[src/rtl/conv1_sched.sv]
// Conv layer-1 sequencer: steps one shared MAC over every output element and its
// kernel taps, drains the MAC pipeline and hands each result to write-back.
module conv1_sched #(
  parameter int IN_W    = 227,
  parameter int IN_C    = 3,
  parameter int K       = 11,
  parameter int STRIDE  = 4,
  parameter int OUT_HW  = 55,
  parameter int OUT_C   = 96,
  parameter int MAC_LAT = 3,
  parameter int IA_W    = 18,
  parameter int WA_W    = 16
) (
  input  logic            clk,
  input  logic            rst,
  input  logic            start,
  input  logic            mem_stall,
  output logic [IA_W-1:0] in_addr,
  output logic [WA_W-1:0] wt_addr,
  output logic            rd_en,
  output logic            mac_clr,
  output logic            mac_en,
  output logic            mac_last,
  output logic            wr_req,
  input  logic            wr_ack,
  output logic [5:0]      out_row,
  output logic [5:0]      out_col,
  output logic [6:0]      out_ch,
  output logic            busy,
  output logic            done
);

  localparam logic [2:0] S_IDLE  = 3'd0;
  localparam logic [2:0] S_LOAD  = 3'd1;
  localparam logic [2:0] S_DRAIN = 3'd2;
  localparam logic [2:0] S_WRITE = 3'd3;
  localparam logic [2:0] S_DONE  = 3'd4;

  localparam int DW = (MAC_LAT > 1) ? $clog2(MAC_LAT) : 1;

  localparam logic [7:0]      CI_MAX    = 8'(IN_C - 1);
  localparam logic [7:0]      K_MAX     = 8'(K - 1);
  localparam logic [5:0]      HW_MAX    = 6'(OUT_HW - 1);
  localparam logic [6:0]      OC_MAX    = 7'(OUT_C - 1);
  localparam logic [DW-1:0]   DRAIN_MAX = DW'(MAC_LAT - 1);

  // Stride constants let every address term advance by addition alone.
  localparam logic [IA_W-1:0] KX_STEP  = IA_W'(IN_C);
  localparam logic [IA_W-1:0] KY_STEP  = IA_W'(IN_W * IN_C);
  localparam logic [IA_W-1:0] COL_STEP = IA_W'(STRIDE * IN_C);
  localparam logic [IA_W-1:0] ROW_STEP = IA_W'(STRIDE * IN_W * IN_C);
  localparam logic [WA_W-1:0] OC_STEP  = WA_W'(K * K * IN_C);

  logic [2:0]      state;
  logic [7:0]      ci, kx, ky;
  logic [IA_W-1:0] kx_off, ky_off, col_base, row_base;
  logic [WA_W-1:0] wt_tap, oc_base;
  logic [5:0]      oy, ox;
  logic [6:0]      oc;
  logic [DW-1:0]   drain_cnt;
  logic            issue, tap_first, tap_last, elem_last, xfer;

  assign issue     = (state == S_LOAD) && !mem_stall;
  assign tap_first = (ci == 8'd0) && (kx == 8'd0) && (ky == 8'd0);
  assign tap_last  = (ci == CI_MAX) && (kx == K_MAX) && (ky == K_MAX);
  assign elem_last = (oy == HW_MAX) && (ox == HW_MAX) && (oc == OC_MAX);
  assign xfer      = (state == S_WRITE) && wr_ack;

  assign rd_en    = issue;
  assign mac_en   = issue;
  assign mac_clr  = issue && tap_first;
  assign mac_last = issue && tap_last;
  assign wr_req   = (state == S_WRITE);
  assign busy     = (state != S_IDLE);
  assign done     = (state == S_DONE);
  assign out_row  = oy;
  assign out_col  = ox;
  assign out_ch   = oc;

  assign in_addr = (state == S_LOAD) ?
                   (row_base + col_base + ky_off + kx_off + IA_W'(ci)) : '0;
  assign wt_addr = (state == S_LOAD) ? (oc_base + wt_tap) : '0;

  always_ff @(posedge clk or posedge rst) begin
    if (rst) begin
      state <= S_IDLE;
    end else begin
      case (state)
        S_IDLE:  if (start) state <= S_LOAD;
        S_LOAD:  if (issue && tap_last) state <= S_DRAIN;
        S_DRAIN: if (drain_cnt == DRAIN_MAX) state <= S_WRITE;
        S_WRITE: if (wr_ack) state <= elem_last ? S_DONE : S_LOAD;
        S_DONE:  state <= S_IDLE;
        default: state <= S_IDLE;
      endcase
    end
  end

  // Tap counters wrap back to zero on the last tap, so each element starts clean.
  always_ff @(posedge clk or posedge rst) begin
    if (rst) begin
      ci     <= '0;
      kx     <= '0;
      ky     <= '0;
      kx_off <= '0;
      ky_off <= '0;
      wt_tap <= '0;
    end else if (issue) begin
      wt_tap <= tap_last ? '0 : wt_tap + WA_W'(1);
      if (ci == CI_MAX) begin
        ci <= '0;
        if (kx == K_MAX) begin
          kx     <= '0;
          kx_off <= '0;
          if (ky == K_MAX) begin
            ky     <= '0;
            ky_off <= '0;
          end else begin
            ky     <= ky + 8'd1;
            ky_off <= ky_off + KY_STEP;
          end
        end else begin
          kx     <= kx + 8'd1;
          kx_off <= kx_off + KX_STEP;
        end
      end else begin
        ci <= ci + 8'd1;
      end
    end
  end

  // Output element indices advance only when write-back accepts the result.
  always_ff @(posedge clk or posedge rst) begin
    if (rst) begin
      oc       <= '0;
      ox       <= '0;
      oy       <= '0;
      oc_base  <= '0;
      col_base <= '0;
      row_base <= '0;
    end else if (xfer) begin
      if (oc == OC_MAX) begin
        oc      <= '0;
        oc_base <= '0;
        if (ox == HW_MAX) begin
          ox       <= '0;
          col_base <= '0;
          if (oy == HW_MAX) begin
            oy       <= '0;
            row_base <= '0;
          end else begin
            oy       <= oy + 6'd1;
            row_base <= row_base + ROW_STEP;
          end
        end else begin
          ox       <= ox + 6'd1;
          col_base <= col_base + COL_STEP;
        end
      end else begin
        oc      <= oc + 7'd1;
        oc_base <= oc_base + OC_STEP;
      end
    end
  end

  always_ff @(posedge clk or posedge rst) begin
    if (rst) begin
      drain_cnt <= '0;
    end else if (state == S_DRAIN) begin
      drain_cnt <= (drain_cnt == DRAIN_MAX) ? '0 : drain_cnt + DW'(1);
    end else begin
      drain_cnt <= '0;
    end
  end

endmodule

[config.mk]
export PLATFORM = sky130hd
export DESIGN_NAME = conv1_sched
export DESIGN_NICKNAME = d
export VERILOG_FILES = /design/src/rtl/conv1_sched.sv
export SDC_FILE = /design/constraint.sdc
export NUM_CORES = 1
export LEC_CHECK = 0
export BUFFER_PORTS_ARGS = -buffer_cell sky130_fd_sc_hd__buf_2
export CAP_MARGIN = 10
export CORE_MARGIN = 3
export CORE_UTILIZATION = 55
export DETAILED_ROUTE_END_ITERATION = 16
export HOLD_SLACK_MARGIN = 0.1
export MAX_ROUTING_LAYER = met4
export PLACE_DENSITY = 0.7
export SETUP_SLACK_MARGIN = 0.2
export SLEW_MARGIN = 20
export SYNTH_ARGS = -nofsm -noshare
export SYNTH_HDL_FRONTEND = slang
export SYNTH_SLANG_ARGS = --single-unit
[constraint.sdc]
create_clock -name clk -period 12.39 [get_ports clk]
set_input_delay 0.6195 -clock clk [delete_from_list [all_inputs] [get_ports clk]]
set_output_delay 0.6195 -clock clk [all_outputs]
set_load 0.03 [all_outputs]
* Word-level counts from Yosys, hierarchy flattened
Cells that the tools add are included.
** Word-level totals
- Flip-flop bits (word level) :: 152
- Bits of input ports :: 5
** Cells by class
- Add/sub/neg operators :: 18
- Eq/ne operators :: 15
- Multiplexer cells :: 22
- Reduce and logical (&&, ||, !) cells :: 21
** Operators by type and width (count)
- $mux W18 :: 5
- $add A18 B18 Y18 :: 3
- $mux W16 :: 3
- $add A8 B1 Y8 const B :: 3
- $logic_not A8 Y1 :: 3
- $mux W8 :: 3
- $add A18 B10 Y18 const B :: 1
- $add A18 B12 Y18 const B :: 1
- $add A18 B2 Y18 const B :: 1
- $add A18 B4 Y18 const B :: 1
- $add A18 B8 Y18 :: 1
- $add A16 B1 Y16 const B :: 1
- $add A16 B16 Y16 :: 1
- $add A16 B9 Y16 const B :: 1
- $eq A8 B4 Y1 const B :: 2
- $mux W3 :: 5
- $add A6 B1 Y6 const B :: 2
- $eq A6 B6 Y1 const B :: 2
- $mux W6 :: 2
- $pmux W3 S4 :: 1
- $logic_and A1 B1 Y1 :: 10
- $eq A8 B2 Y1 const B :: 1
- $add A7 B1 Y7 const B :: 1
- $eq A7 B7 Y1 const B :: 1
- 15 further kinds :: 21

* Logic depth before layout (Yosys ltp)
Gate-level depths: netlist of the first run.
- Word-level depth :: 6
- Gate-level depth with buffers :: 14

* Least setup slack after synthesis of the first run
OpenSTA, ideal clock, no wires.
- Path kind :: register to output
- From :: reg kx_off[7]
- To :: out in_addr[17]
- Data arrival time :: 4026 ps
- Data required time :: 11770 ps
- Setup slack :: 7744 ps
- Cell stages (with the launch flop) :: 15
- Path buffers :: 0
- Cells stage by stage :: dfrtp_1 inv_1 fa_1 inv_1 fa_1 inv_1 fa_1 inv_1 ha_1 a21o_1 a221o_1 a221oi_1 a21oi_1 xnor2_1 nor2_1
** Between the ends
- Word-level cells in the longest chain between the ends :: 3
** Ends and longest elaborated chain
- start, declared :: RTL line 56 : logic [IA_W-1:0] kx_off, ky_off, col_base, row_base;
- start signal, assigned :: RTL line 124 : kx_off <= kx_off + KX_STEP;
- $add A18 B18 Y18 :: RTL line 81 : (row_base + col_base + ky_off + kx_off + IA_W'(ci)) : '0;
- $add A18 B8 Y18 :: RTL line 81
- $mux W18 :: RTL line 80 : assign in_addr = (state == S_LOAD) ?
- end, declared :: RTL line 18 : output logic [IA_W-1:0] in_addr,
No other way between the ends.

* Worst setup path after layout of the first run
Same ends and word-level chain as after synthesis.

==> results of run 1 <==
[routing by layer]
| metal | GRT usage (%) | up-vias |
|---|---|---|
| met5 | - | - |
| li1 | - | 4036 |
| met3 | 4.59 | 15 |
| met4 | 4.55 | 0 |
| met2 | 38.6 | 139 |
| met1 | 33.5 | 3979 |
[per-stage QoR]
step	hold WS (ps)	instances
floorplan	427	1142
global placement	438	1411
detailed placement	442	1411
CTS	404	1443
global route	428	1443
finish	334	1443
[state kept, by name, summed over array words and instances (netlist names)]
register   flops
ky             8
kx             8
state          3
ky_off        18
ci             8
col_base      16
out_row        6
drain_cnt      2
wt_tap        16
kx_off        18
out_col        6
row_base      16
oc_base       16
out_ch         7
[cell type report]
type / instances / area (um2) / area share (%)
tap: 229 / 287 / 2.52
clock inverter: 14 / 144 / 1.27
multi-input combinational: 849 / 6000 / 52.8
timing repair buffer: 69 / 358 / 3.15
clock buffer: 18 / 439 / 3.86
sequential: 148 / 3700 / 32.6
inverter: 116 / 442 / 3.88
[cells in the mapped netlist (11+ instances only)]
master    count
clkbuf_1     12
a21oi_1      49
a31oi_1      12
ha_1         62
buf_2        11
xor2_1       42
a21o_1       18
fa_1         40
or3_1        23
inv_1       114
and3_1       17
nand3_1      27
xnor2_1      56
o21ai_0      98
dfrtp_1     148
nor3_1       19
nand4_1      29
nand2_1      93
nor2_1      126
[critical path, stage by stage (launching register included)]
cell and delay [ps]:
dfrtp_1 450, inv_1 120, fa_1 520, inv_1 50
fa_1 490, inv_1 60, fa_1 500, inv_1 40
ha_1 330, a21o_1 190, a221o_1 340, a221oi_1 590
a21oi_1 170, xnor2_1 160, nor2_1 80, buf_2 200
[kinds of logic (layout without fill, tap and decap cells)]
| kind of cell | after synthesis | count (layout) | share of synthesized area [%] |
|---|---|---|---|
| buf+inv | 145 | 217 | 5.56 |
| xor+xnor | 98 | 98 | 8.36 |
| simple gates | 404 | 404 | 20.4 |
| fa+ha+maj | 102 | 102 | 15.4 |
| compound gates | 242 | 242 | 14.1 |
| mux | 1 | 1 | 0.0975 |
| flops | 148 | 148 | 36.1 |
| other cells | 1 | 2 | 0.0365 |
[where the power goes]
group	switching [mW]	internal, mW	total, mW
registers	0.0357	0.511	0.546
clock network	0.227	0.288	0.515
logic	0.542	0.276	0.817
total	0.804	1.07	1.88
[worst paths after layout]
path,start,to,slack (ps),cells after the start
max,kx_off[7],in_addr[17],7060,15
min,rst,oc_base[0],330,2
max reg2reg,state[0],ky_off[16],8980,9
min reg2reg,drain_cnt[1],drain_cnt[1],450,1
max in group asynchronous,rst,ky_off[8],10830,3
min in group clk,drain_cnt[1],drain_cnt[1],450,1
==> summary.md, run 1 <==
| Metric | Value |
|---|---|
| Result of the run | complete, no violations |
| Biggest area contributors in the synthesized netlist | dfrtp_1 36%, fa_1 7.8%, ha_1 7.6%, o21ai_0 4.8%, xnor2_1 4.8% |
| Count of mapped cells out of synthesis | 1,141 |
| Highest fanout seen on the critical path | 5 |
| Final total power | 1.88 mW |
| Relative area change from synthesis to final layout | 10.8% |
| Fraction of synthesized cell area taken by the top area cell type | 36.1% |
| Flip-flop and latch count after synthesis | 148 |
| Vias per cell | 5.66 |
| Clock Tree Root | clkbuf_16 |
| 1st-pass router iterations | 5 |
| Vert. Die Dim | 143 um |
| Data arrival time of the critical path | 4710 ps |
| Critical path capture point type | output pin |
| Predominant post-synthesis flop cell | dfrtp_1 |
| Maximum level of the CTS H-tree | 4 |
| Power density of the placed cells | 165 nW/um2 |
| Final net count | 1,308 |
| Routed len/inst | 16.1 um |
| Fill cell total of the finished layout | 1,545 |
| Final setup violation count | 0 |
| Synth cell types | 68 |
| Tightest Pin Transition | 937 ps |
| Detailed placer's ending HPWL | 16,900 um |
| Worst Setup Slack post-DPL | 7550 ps |
| DR top layer | met4 |
| Maximum number of pins on one net before global-route repair | 95 |
| Data required, critical path | 11,770 ps |
| Setup skew after layout | 11.0 ps |
| FP Rows | 49 |
| Leakage power of the design | 5.52 nW |
| Die footprint | 20,300 um2 |
| Starting density of the core | 56.6% |
| Met1 Routed Length | 11,100 um |
| Detailed-routed wire length on met2 | 11,200 um |
| Final number of max-transition violations | 0 |
| Final clock period utilization by the worst path | 43.0% |
| PortBufs | 64 |
| Commonest cells after routing, fill and taps aside | 148 x dfrtp_1, 125 x nor2_1, 113 x inv_1 |
| Die width | 143 um |
| All-layer global routing usage | 24.4% |
| Number of buffers on the longest clock path | 2 |
| Number of warnings issued by yosys | 0 |
| Fin area | 11,400 um2 |
| Diode count | 0 |
| Final worst path period need | 5330 ps |
| Summed instance area of the synthesized netlist | 10,300 um2 |
| # resized after CTS | 0 |
| Clock insertion delay at the later pin of the skew report | 440 ps |
| Commonest non-fill, non-tap cell in the layout | dfrtp_1 |
| Type of element launching the critical path | register |
| Unrepaired setup endpoints after global routing | no |
| Min setup slack post-route | 7060 ps |
| IR Drop Worst-Case VDD | 0.512 mV |
| Number of maximum-capacitance constraint violations | 0 |
| CTS hold repair buffers | 0 |
| Total core area | 18,100 um2 |
| Count of pins on the block boundary | 65 |
| Remaining antenna violation count after routing | 0 |
| Hold/Removal Path Class | in2async |
| Post-synthesis average cell area | 9.00 um2 |
| Final count of hold timing violations | 0 |
| Worst Setup Path Type | reg2out |
| Clock slew at reported path FFs | 60 ps |
| Number of design rule violations left after detail routing | 0 |
| Maximum achievable frequency | 188 MHz |
| Async set-or-reset flop fraction in the synthesized netlist | 100% |
| Worst max-slew margin expressed relative to the limit | 37.3% |
| Wire length of the first global-routing pass | 38,900 um |
| Routability-driven placement congestion ratio | 0.863 |
| Count of vias placed by the detailed router | 8,169 |
| Post-Place Cell Area | 10,800 um2 |
| Ratio of cells with drive above 1 in the final layout | 10.7% |
| Post CTS Setup Buffer Count | 0 |
| Number of CTS-inserted buffers | 17 |
| Total number of clock tree sinks | 148 |
| Antenna violations before repair | 0 |
| Initial drt markers | 574 |
| Total negative setup slack | 0 ps |
| Register area share after synthesis | 36.1% |
| Wire length reported by the detailed router | 23,200 um |
| Number of global-route vias before repair | 7,684 |
| Routed wl met3 | 794 um |
| Total gr overflow | 0 |
| Utilization of the core after routing | 62.7% |
| Number of enable flip-flop cells after synthesis | 0 |
| Dominant cell type by area after synthesis | dfrtp_1 |
| Clock tree from TritonCTS | yes |
Note: power is estimated with default switching activity, not from simulation.
==> inputs of run 2 (changes only) <==
Settings changed: ABC_AREA from default to 1, PLACE_DENSITY 0.7 to 0.73.
Clock period 12.39 ns to 4.8 ns, I/O delays scaled along.
==> run 2 against run 1 <==
  * Worst setup slack worse by 6600 ps
  * Die area is 13% higher
  * Worst hold slack worse by 160 ps
  * Clock skew is 1.1 ps higher
  * Largest cell class unchanged
  * Via count is 35% higher
  * Area after synthesis is 14% higher
  * Largest power group unchanged
  * Flip-flop and latch count stayed put
  * Non-clock buffer count is 2 lower
==> summary.md, run 2 <==
| Metric | Value |
|---|---|
| Wire length reported by the detailed router | 30,000 um (+29%) |
| Unrepaired setup endpoints after global routing | no |
| Worst Setup Path Type | reg2out |
| Result of the run | complete, no violations |
| Clock insertion delay at the later pin of the skew report | 440 ps (about the same) |
| Ratio of cells with drive above 1 in the final layout | 7.48% (-3.2 points) |
| Number of maximum-capacitance constraint violations | 0 (unchanged) |
| Most frequent cells after synthesis | 409 x nand2_1, 261 x inv_1, 192 x nor2_1 |
| Switching power | 2.72 mW (+240%) |
| Tightest Pin Transition | 835 ps (-102 ps) |
| Top cell by count, worst path | nand2_1 |
| Utilization of the core after routing | 62.5% (-0.21 points) |
| Number of warnings issued by yosys | 0 (unchanged) |
| Launch instance of the worst min-delay path | start |
| Post-synthesis average cell area | 7.02 um2 (-22%) |
| Summed instance area of the synthesized netlist | 11,700 um2 (+14%) |
| Data arrival time of the critical path | 4050 ps (-660 ps) |
| Number of design rule violations left after detail routing | 0 (unchanged) |
| Routed len/inst | 14.9 um (-7.1%) |
| All-layer global routing usage | 27.8% (+3.4 points) |
| Count of mapped cells out of synthesis | 1,661 (+46%) |
| Detailed placer's ending HPWL | 23,000 um (+36%) |
| Starting density of the core | 56.9% (+0.29 points) |
| Total core area | 20,500 um2 (+13%) |
| 1st-pass router iterations | 6 (+1) |
| Number of CTS-inserted buffers | 17 (unchanged) |
| Antenna violations before repair | 0 (unchanged) |
| Final net count | 1,831 (+40%) |
| Registers with the most flip-flops | kx_off: 18 flops, ky_off: 18 flops |
| Async set-or-reset flop fraction in the synthesized netlist | 100% (unchanged) |
| Type of element launching the critical path | register |
| Simple-Gate Fraction of Synth Area | 33.3% (+13 points) |
| Slack of the worst reg-to-reg path | 1880 ps (-7100 ps) |
| Wire length of the first global-routing pass | 49,300 um (+27%) |
| Biggest area contributors in the synthesized netlist | dfrtp_1 32%, nand2_1 13%, inv_1 8.4%, fa_1 6.9%, ha_1 6.7% |
| Flip-flop and latch count after synthesis | 148 (unchanged) |
| IR Drop Worst-Case VDD | 0.275 mV (-46%) |
| R2R Path Start | state[1] |
| Leakage power of the design | 6.75 nW (+22%) |
| Die width | 152 um (+6.3%) |
| Count of vias placed by the detailed router | 11,000 (+35%) |
| Cell count of the worst reg-to-reg path | 10 (+1) |
| Part of the power in registers | 28.3% (-0.8 points) |
| Post CTS Setup Buffer Count | 0 (unchanged) |
| Highest fanout seen on the critical path | 5 (unchanged) |
| Last element of the critical path | in_addr[11] |
| Internal Pwr Total | 3.14 mW (+190%) |
| R2r endpoint | ky[5] |
| Total gr overflow | 0 (unchanged) |
| Most instantiated library cell after synthesis | nand2_1 |
| Clock slew at reported path FFs | 60 ps (about the same) |
| Hold/Removal Path Class | in2reg |
| Vert. Die Dim | 152 um (+6.3%) |
| Register area share after synthesis | 31.8% (-4.3 points) |
| Start point of the critical path | ci[4] |
| Parity-gate share of the synthesized area counting xor and xnor cells | 2.25% (-6.1 points) |
| Chain of cells forming the critical path | inv_1 -> fa_1 -> inv_1 -> fa_1 -> inv_1 -> fa_1 -> inv_1 -> ha_1 -> a21oi_1 -> nand2_1 -> nand2_1 -> nand3_1 -> nand2_1 -> nand2_1 -> nand2_1 -> nand2_1 -> nor2_1 -> buf_2 |
| Critical path capture point type | output pin |
| Setup skew after layout | 12.1 ps (+1.10 ps) |
| Initial drt markers | 852 (+48%) |
| Number of buffers on the longest clock path | 2 (unchanged) |
| Relative area change from synthesis to final layout | 9.83% |
| Commonest non-fill, non-tap cell in the layout | nand2_1 |
| Clock Tree Root | clkbuf_16 |
| Maximum number of pins on one net before global-route repair | 66 (-31%) |
| Worst Hold Margin | 177 ps (-157 ps) |
| Count of pins on the block boundary | 65 (unchanged) |
| Final count of hold timing violations | 0 (unchanged) |
| Adder-cell area share of the yosys netlist | 13.5% (-1.8 points) |
| Final total power | 5.86 mW (+210%) |
| Worst max-slew margin expressed relative to the limit | 44.3% (+7.0 points) |
| Dominant combinational cell family by area after synthesis | simple AND/OR/NAND/NOR gates |
| CP peak stage delay | 540 ps (-50 ps) |
| Clock share of power | 23.4% (-4.0 points) |
| Total number of clock tree sinks | 148 (unchanged) |
| Power density of the placed cells | 458 nW/um2 (+180%) |
| Routability-driven placement congestion ratio | 0.968 (+12%) |
| Dominant cell type by area after synthesis | dfrtp_1 |
| Predominant post-synthesis flop cell | dfrtp_1 |
| Clock tree from TritonCTS | yes |
| Number of global-route vias before repair | 10,100 (+32%) |
| FP Rows | 52 (+6.1%) |
| Mux contribution to synthesized area | 0% (-0.097 points) |
| Fraction of synthesized cell area taken by the top area cell type | 31.8% (-4.3 points) |
| Remaining antenna violation count after routing | 0 (unchanged) |
| PortBufs | 64 (unchanged) |
| Die footprint | 23,000 um2 (+13%) |
| Final clock period utilization by the worst path | 89.3% |
| Final worst path period need | 4290 ps |
| Diode count | 0 (unchanged) |
| Number of enable flip-flop cells after synthesis | 0 (unchanged) |
| Data required, critical path | 4560 ps (-7210 ps) |
| Total negative setup slack | 0 ps (unchanged) |
| Maximum level of the CTS H-tree | 4 (unchanged) |
| Commonest cells after routing, fill and taps aside | 409 x nand2_1, 260 x inv_1, 192 x nor2_1 |
| Synth cell types | 43 (-37%) |
| Slowest cell on the critical path | fa_1 |
| Fill cell total of the finished layout | 1,895 (+23%) |
| Final number of max-transition violations | 0 (unchanged) |
| Maximum achievable frequency | 233 MHz |
| Vias per cell | 5.50 (-2.9%) |
| Final setup violation count | 0 (unchanged) |
| Combinational share of power | 48.3% (+4.8 points) |
| Compound-gate portion of the synthesized area | 9.24% (-4.9 points) |
| Switching power share of the total | 46.5% (+3.6 points) |
-- run 2: changes by cell type in the layout (fill, tap and decap cells not counted), moves of 43 or more --
cell,before,now
nand2_1,93,409
inv_1,113,260
nand3_1,27,121
nor2_1,125,192
a21oi_1,49,106
nor3_1,19,63
xnor2_1,56,13
-- run 2: power by group through the flow --
stage	combinational, mW	clock, mW	sequential [mW]
finish	2.83	1.37	1.66
global route	3.23	1.44	1.68
CTS	2.83	1.39	1.65
detailed placement	2.81	0	1.67
global placement	2.77	0	1.66
floorplan	2.13	0	1.64
-- run 2: kinds of logic after synthesis --
family / Yosys count
buffers and inverters: 292
AO/OA/AOI/OAI: 207
XOR/XNOR: 30
adder cells (fa/ha/maj): 102
AND/OR/NAND/NOR: 881
other: 1
flip-flops: 148
-- run 2: critical path, delay by kind of cell, from the launching register on --
| family | cells | cell delay (ps) |
|---|---|---|
| flip-flops | 1 | 390 |
| buffers and inverters | 5 | 470 |
| adder cells (fa/ha/maj) | 4 | 1880 |
| AO/OA/AOI/OAI | 1 | 140 |
| AND/OR/NAND/NOR | 8 | 720 |
-- run 2: per-stage QoR --
step / cell area [um2] / cells / setup WS (ps)
4_1_cts: 12800 / 2007 / 490
6_report: 12800 / 2007 / 511
2_1_floorplan: 11700 / 1662 / 580
5_1_grt: 12800 / 2007 / 211
3_5_place_dp: 12200 / 1974 / 993
3_3_place_gp: 12200 / 1974 / 1000
-- run 2: worst min-delay path by stage --
| stage | end | slack, ps | cells after the start |
|---|---|---|---|
| after floorplan | drain_cnt[0] | 410 | 1 |
| after global placement | kx_off[17] | 290 | 2 |
| after detailed placement | kx_off[17] | 290 | 2 |
| after CTS | state[1] | 160 | 4 |
| after global routing | state[1] | 180 | 4 |
| final | state[1] | 180 | 4 |
-- run 2: area by class of cell --
class                      instances  area (um2)  area share (%)
tap                              270         338            2.64
clock buffer                      20         437            3.41
multi-input combinational       1222        6810            53.2
timing repair buffer              67         345            2.70
inverter                         268        1010            7.90
sequential                       148        3700            28.9
clock inverter                    12         155            1.21
-- run 2: metal layers --
metal	global-route usage, %	wire length (um)	vias up
met5	-	0	-
met4	9.12	777	0
met3	5.18	2140	54
met2	41.8	13200	406
met1	38.3	13900	5115
li1	-	-	5461
-- run 2: repair_timing --
action,4_1_cts,5_1_grt
gates resized for setup,0,1
hold buffers,1,0
hold endpoints to repair,43,0
setup endpoints to repair,0,2
